--- src/rtl/uart_rx_if.sv ---
// Receive-side bundle of the UART receiver: line/enable inputs, byte strobe outputs, FSM state.
// Strobe semantics: rxd_flag and frame_err are single-clk pulses with no back-pressure (no ready);
// rxd_data is valid on the rxd_flag cycle and holds until the next good frame.
interface uart_rx_if;
  logic       clken_16bps;
  logic       rxd;
  logic [7:0] rxd_data;
  logic       rxd_flag;
  logic       frame_err;
  logic       rx_busy;
  logic [1:0] rx_state;

  modport slave (
    input  clken_16bps, rxd,
    output rxd_data, rxd_flag, frame_err, rx_busy, rx_state
  );

  modport master (
    output clken_16bps, rxd,
    input  rxd_data, rxd_flag, frame_err, rx_busy, rx_state
  );
endinterface

--- src/rtl/uart_rx_sampler.sv ---
// UART receiver: synchronises rxd, validates the start bit, samples 8 data bits LSB-first at
// bit centre using the 16x oversampling enable, and checks the stop bit.
module uart_rx_sampler #(
  parameter int SYNC_STAGES = 2,
  parameter bit MAJORITY    = 1'b1
) (
  input  logic     clk,
  input  logic     rst_n,
  uart_rx_if.slave rx
);
  typedef enum logic [1:0] {
    R_IDLE  = 2'd0,
    R_START = 2'd1,
    R_DATA  = 2'd2,
    R_STOP  = 2'd3
  } state_t;

  localparam logic [3:0] CENTRE_CNT = MAJORITY ? 4'd8 : 4'd7;

  state_t                 state;
  logic [SYNC_STAGES-1:0] sync_q;
  logic                   rxd_s;
  logic                   smp6;
  logic                   smp7;
  logic                   decision;
  logic                   centre;
  logic [3:0]             smp_cnt;
  logic [2:0]             bit_cnt;
  logic [7:0]             shreg;
  logic [7:0]             data_q;
  logic                   flag_q;
  logic                   err_q;

  // Synchroniser idles high so reset never looks like a start bit.
  always_ff @(posedge clk or negedge rst_n) begin
    if (!rst_n) begin
      sync_q <= '1;
    end else begin
      sync_q <= {sync_q[SYNC_STAGES-2:0], rx.rxd};
    end
  end

  assign rxd_s = sync_q[SYNC_STAGES-1];

  always_comb begin
    decision = rxd_s;
    if (MAJORITY) begin
      decision = (smp6 & smp7) | (smp6 & rxd_s) | (smp7 & rxd_s);
    end
    centre = rx.clken_16bps && (state != R_IDLE) && (smp_cnt == CENTRE_CNT);
  end

  always_ff @(posedge clk or negedge rst_n) begin
    if (!rst_n) begin
      state   <= R_IDLE;
      smp_cnt <= 4'd0;
      bit_cnt <= 3'd0;
      shreg   <= 8'h00;
      smp6    <= 1'b0;
      smp7    <= 1'b0;
      data_q  <= 8'h00;
      flag_q  <= 1'b0;
      err_q   <= 1'b0;
    end else begin
      flag_q <= 1'b0;
      err_q  <= 1'b0;
      if (rx.clken_16bps) begin
        if (state != R_IDLE) begin
          smp_cnt <= smp_cnt + 4'd1;
          if (smp_cnt == 4'd6) smp6 <= rxd_s;
          if (smp_cnt == 4'd7) smp7 <= rxd_s;
        end
        case (state)
          R_IDLE: begin
            smp_cnt <= 4'd0;
            if (!rxd_s) state <= R_START;
          end
          R_START: begin
            if (centre && decision) begin
              state   <= R_IDLE;
              smp_cnt <= 4'd0;
            end else if (smp_cnt == 4'd15) begin
              state   <= R_DATA;
              bit_cnt <= 3'd0;
            end
          end
          R_DATA: begin
            if (centre) shreg <= {decision, shreg[7:1]};
            if (smp_cnt == 4'd15) begin
              if (bit_cnt != 3'd7) bit_cnt <= bit_cnt + 3'd1;
              else                 state   <= R_STOP;
            end
          end
          R_STOP: begin
            // Leave at the stop centre so a start bit half a bit later is still caught.
            if (centre) begin
              state   <= R_IDLE;
              smp_cnt <= 4'd0;
              if (decision) begin
                data_q <= shreg;
                flag_q <= 1'b1;
              end else begin
                err_q <= 1'b1;
              end
            end
          end
          default: state <= R_IDLE;
        endcase
      end
    end
  end

  assign rx.rxd_data  = data_q;
  assign rx.rxd_flag  = flag_q;
  assign rx.frame_err = err_q;
  assign rx.rx_busy   = (state != R_IDLE);
  assign rx.rx_state  = state;
endmodule

--- src/flat_wrapper.sv ---
// flat-port wrapper written by rule: the top's interface ports become plain ports
module uart_rx_sampler_flat 
#(
  parameter int SYNC_STAGES = 2,
  parameter bit MAJORITY    = 1'b1
)
  (clk, rst_n, rx_clken_16bps, rx_rxd, rx_rxd_data, rx_rxd_flag, rx_frame_err, rx_rx_busy, rx_rx_state);
  uart_rx_if rx_i ();
  input  logic clk;
  input  logic rst_n;
  input wire logic [$bits(rx_i.clken_16bps)-1:0] rx_clken_16bps;
  input wire logic [$bits(rx_i.rxd)-1:0] rx_rxd;
  output wire logic [$bits(rx_i.rxd_data)-1:0] rx_rxd_data;
  output wire logic [$bits(rx_i.rxd_flag)-1:0] rx_rxd_flag;
  output wire logic [$bits(rx_i.frame_err)-1:0] rx_frame_err;
  output wire logic [$bits(rx_i.rx_busy)-1:0] rx_rx_busy;
  output wire logic [$bits(rx_i.rx_state)-1:0] rx_rx_state;
  assign rx_i.clken_16bps = rx_clken_16bps;
  assign rx_i.rxd = rx_rxd;
  assign rx_rxd_data = rx_i.rxd_data;
  assign rx_rxd_flag = rx_i.rxd_flag;
  assign rx_frame_err = rx_i.frame_err;
  assign rx_rx_busy = rx_i.rx_busy;
  assign rx_rx_state = rx_i.rx_state;
  uart_rx_sampler #(.SYNC_STAGES(SYNC_STAGES), .MAJORITY(MAJORITY)) u_core (.clk(clk), .rst_n(rst_n), .rx(rx_i));
endmodule
--- config.mk ---
export PLATFORM = sky130hd
export DESIGN_NAME = uart_rx_sampler_flat
export DESIGN_NICKNAME = d
export VERILOG_FILES = /design/src/rtl/uart_rx_if.sv /design/src/rtl/uart_rx_sampler.sv /design/src/flat_wrapper.sv
export SDC_FILE = /design/constraint.sdc
export NUM_CORES = 1
export LEC_CHECK = 0
export BUFFER_PORTS_ARGS = -buffer_cell sky130_fd_sc_hd__buf_4
export CORE_UTILIZATION = 56
export DETAILED_ROUTE_END_ITERATION = 8
export PLACE_DENSITY = 0.78
export SYNTH_ARGS = -nofsm -noshare
export SYNTH_HDL_FRONTEND = slang
export SYNTH_SLANG_ARGS = --single-unit
--- constraint.sdc ---
create_clock -name clk -period 2.6 [get_ports clk]
set_input_delay 0.26 -clock clk [delete_from_list [all_inputs] [get_ports clk]]
set_output_delay 0.26 -clock clk [all_outputs]
set_load 0.01 [all_outputs]
==> metrics.csv <==
metric;value;unit
final_area;0.00169;sq mm
p_int;0.000908;W
drt-initial-drc-count;10;
drv_cap;0;
grt_max_degree;32;
nets;150;
max-slew-margin-rel;0.643;
io_pins;17;
die_height;53.4;microns
cts_tree;yes;
place_congestion;0.821;
holdWs;0.0330;ns
crit_arrival;2.48;ns
port_buffers;16;
cp_data_required_time;2.85;ns
clk_pin_slew;0.09;ns
clock_latency;0.33;ns
worst_slack;0.368;ns
fp.dieArea;0.00285;sq mm
dr.pass1.iters;4;
crit_path_max_fanout;7;
clkPwrFrac;0.205;
dp_hpwl;1.90;mm
synth_seq_cells;31;
grt_use_total;0.214;
async_reset_ff_frac;1.00;
nFillCells;191;
clock_path_buffers;2;
crit_chain;inv_1 -> ha_1 -> and2b_1 -> o221ai_1 -> a311oi_1 -> mux2i_1;
drive_above_1_share;0.341;
grt_overflow;0;
power_switching_share;0.355;
cpMaxStageDelayCell;a311oi_1;
power_switching;0.000500;W
critical_path_class;flop to flop;
finalHoldViolCount;0;
setup_violations;0;
fmax;448;MHz
cp-start-kind;flop;
hold_path.class;primary input to flop;
place_ws;0.403;ns
final_cell_mix;dfrtp_1 (29), buf_4 (16), mux2_2 (11);
fin_skew;0.00727;ns
setup-tns-final;0;ns
synth_cell_types;34;
placementRows;18;
cts_setup_buffers;0;
synth-edff-count;0;
yosysSeqAreaShare;0.527;
endpoint_kind;flop;
viasPerCell;5.46;
initial_core_util;0.596;
num_antenna_cells;0;
power.density;833;mW/mm^2
postPlaceCellArea;0.00162;sq mm
hold_depth;1;
clkSinkCount;31;
via_count;918;
clk_root_buffer_cell;clkbuf_4;
multi_input_area;651;sq um
syn_inst;115;
synth-main-ff-cell;dfrtp_1;
seq_power_share;0.454;
area_growth;14.4;%
drc;0;
timing.final.max_slew_violations;0;
worst_pin_slew;0.535;ns
ys_warn_count;0;
min_period;2.23;ns
seqCellArea;778;sq um
wl_per_cell;15.2;microns
comb_power_share;0.341;
status;finished, final reports clean;
antenna_found_initial;0;
coreArea;0.00248;sq mm
drt_wl_total;2.56;mm
max_stage_delay;0.50;ns
fp.dieW;53.4;microns
grt_pass1_wl;4.11;mm
synth_area_per_cell;12.8;sq um
grt_pass1_vias;908;
synth_nets;128;
layout_commonest_cell;dfrtp_1;
syn-cell-area;0.00148;sq mm
drtAntennaViolNets;0;
timing.final.crit_share;0.858;
htreeDepth;2;
rsz0062_at_grt;no;
final_core_util;0.682;
cts_buffers;5;
p_leak;0.886;nW
r2r_cells;6;
vdd_drop_max;0.633;mV
==> path summary, 6_finish.rpt <==
path	startpoint	endpoint	slack, ns
min in group asynchronous	rst_n	u_core.rx.rxd_data[4]$_DFFE_PN0P_	0.38
hold reg to reg	u_core.sync_q[0]$_DFF_PN1_	u_core.sync_q[1]$_DFF_PN1_	0.36
max in group asynchronous	rst_n	u_core.sync_q[0]$_DFF_PN1_	1.90
setup / recovery	u_core.rx.rx_state[0]$_DFFE_PN0P_	u_core.rx.rx_state[0]$_DFFE_PN0P_	0.37
hold / removal	rx_rxd	u_core.sync_q[0]$_DFF_PN1_	0.03
setup reg to reg	u_core.rx.rx_state[0]$_DFFE_PN0P_	u_core.rx.rx_state[0]$_DFFE_PN0P_	0.37
==> cell type report <==
class	count	area share
tap	30	0.0222
multi-input combinational	73	0.385
clock buffer	7	0.0326
clock inverter	1	0.00296
timing repair buffer	17	0.0770
inverter	9	0.0200
sequential	31	0.460
==> per-stage QoR <==
step                cells  total power (W)
finish                168          0.00141
CTS                   168          0.00142
global placement      159          0.00109
global route          168          0.00151
floorplan             115         0.000977
detailed placement    159          0.00112
==> metal layers <==
layer | global-route usage | part of all wire | vias to the layer above | routed length (microns)
li1 | - | - | 445 | -
met1 | 0.249 | 0.45 | 451 | 1160
met2 | 0.344 | 0.49 | 16 | 1240
met3 | 0.0862 | 0.040 | 6 | 102
met4 | 0.0921 | 0.020 | 0 | 51
met5 | 0 | 0 | - | 0
==> cell usage after synthesis (all sizes together), types with 2 or more instances <==
cell   number  area share
ha          9       0.076
a21oi       5       0.017
dfstp       2       0.036
inv         9       0.023
mux2       19        0.17
xor2        2       0.012
nand2       9       0.023
nor2        3      0.0076
mux2i       3       0.020
nand3       4       0.017
dfrtp      29        0.49
==> what timing repair did <==
| action | 4_1_cts | 5_1_grt |
|---|---|---|
| hold buffers | 1 | 0 |
| gates resized for setup | 0 | 0 |
| endpoints found under the hold margin | 29 | 0 |
==> registers in the layout, summed over array words and instances, names as in the netlist, named ones only <==
name,count
u_core.rx.rxd_data,8
u_core.shreg,8
u_core.smp_cnt,4
u_core.bit_cnt,3
u_core.sync_q,2
u_core.rx.frame_err,1
u_core.rx.rx_state,1
u_core.rx.rxd_flag,1
u_core.smp6,1
u_core.smp7,1
==> logic make-up after synthesis <==
logic type | after synthesis | synth area share
XOR/XNOR | 3 | 0.0178
multiplexers | 22 | 0.185
buffers and inverters | 11 | 0.0330
adder cells (fa/ha/maj) | 10 | 0.0830
flip-flops | 31 | 0.527
AND/OR/NAND/NOR | 25 | 0.0931
AO/OA/AOI/OAI | 13 | 0.0610
==> power by group through the flow <==
| stage | Clock, W | Combinational [W] | Sequential, W |
|---|---|---|---|
| final | 0.000289 | 0.000479 | 0.000639 |
| after global placement | 0 | 0.000445 | 0.000642 |
| after global routing | 0.000322 | 0.000536 | 0.000649 |
| after CTS | 0.000299 | 0.000479 | 0.000638 |
| after detailed placement | 0 | 0.000471 | 0.000648 |
| after floorplan | 0 | 0.000341 | 0.000637 |
==> critical path, delay by kind of cell (launching register included) <==
kind | cells | cell delay [ns]
flops | 1 | 0.42
buf+inv | 1 | 0.12
simple gates | 1 | 0.35
compound gates | 2 | 0.68
mux | 1 | 0.27
fa+ha+maj | 1 | 0.31
Note: power is estimated with default switching activity, not from simulation.
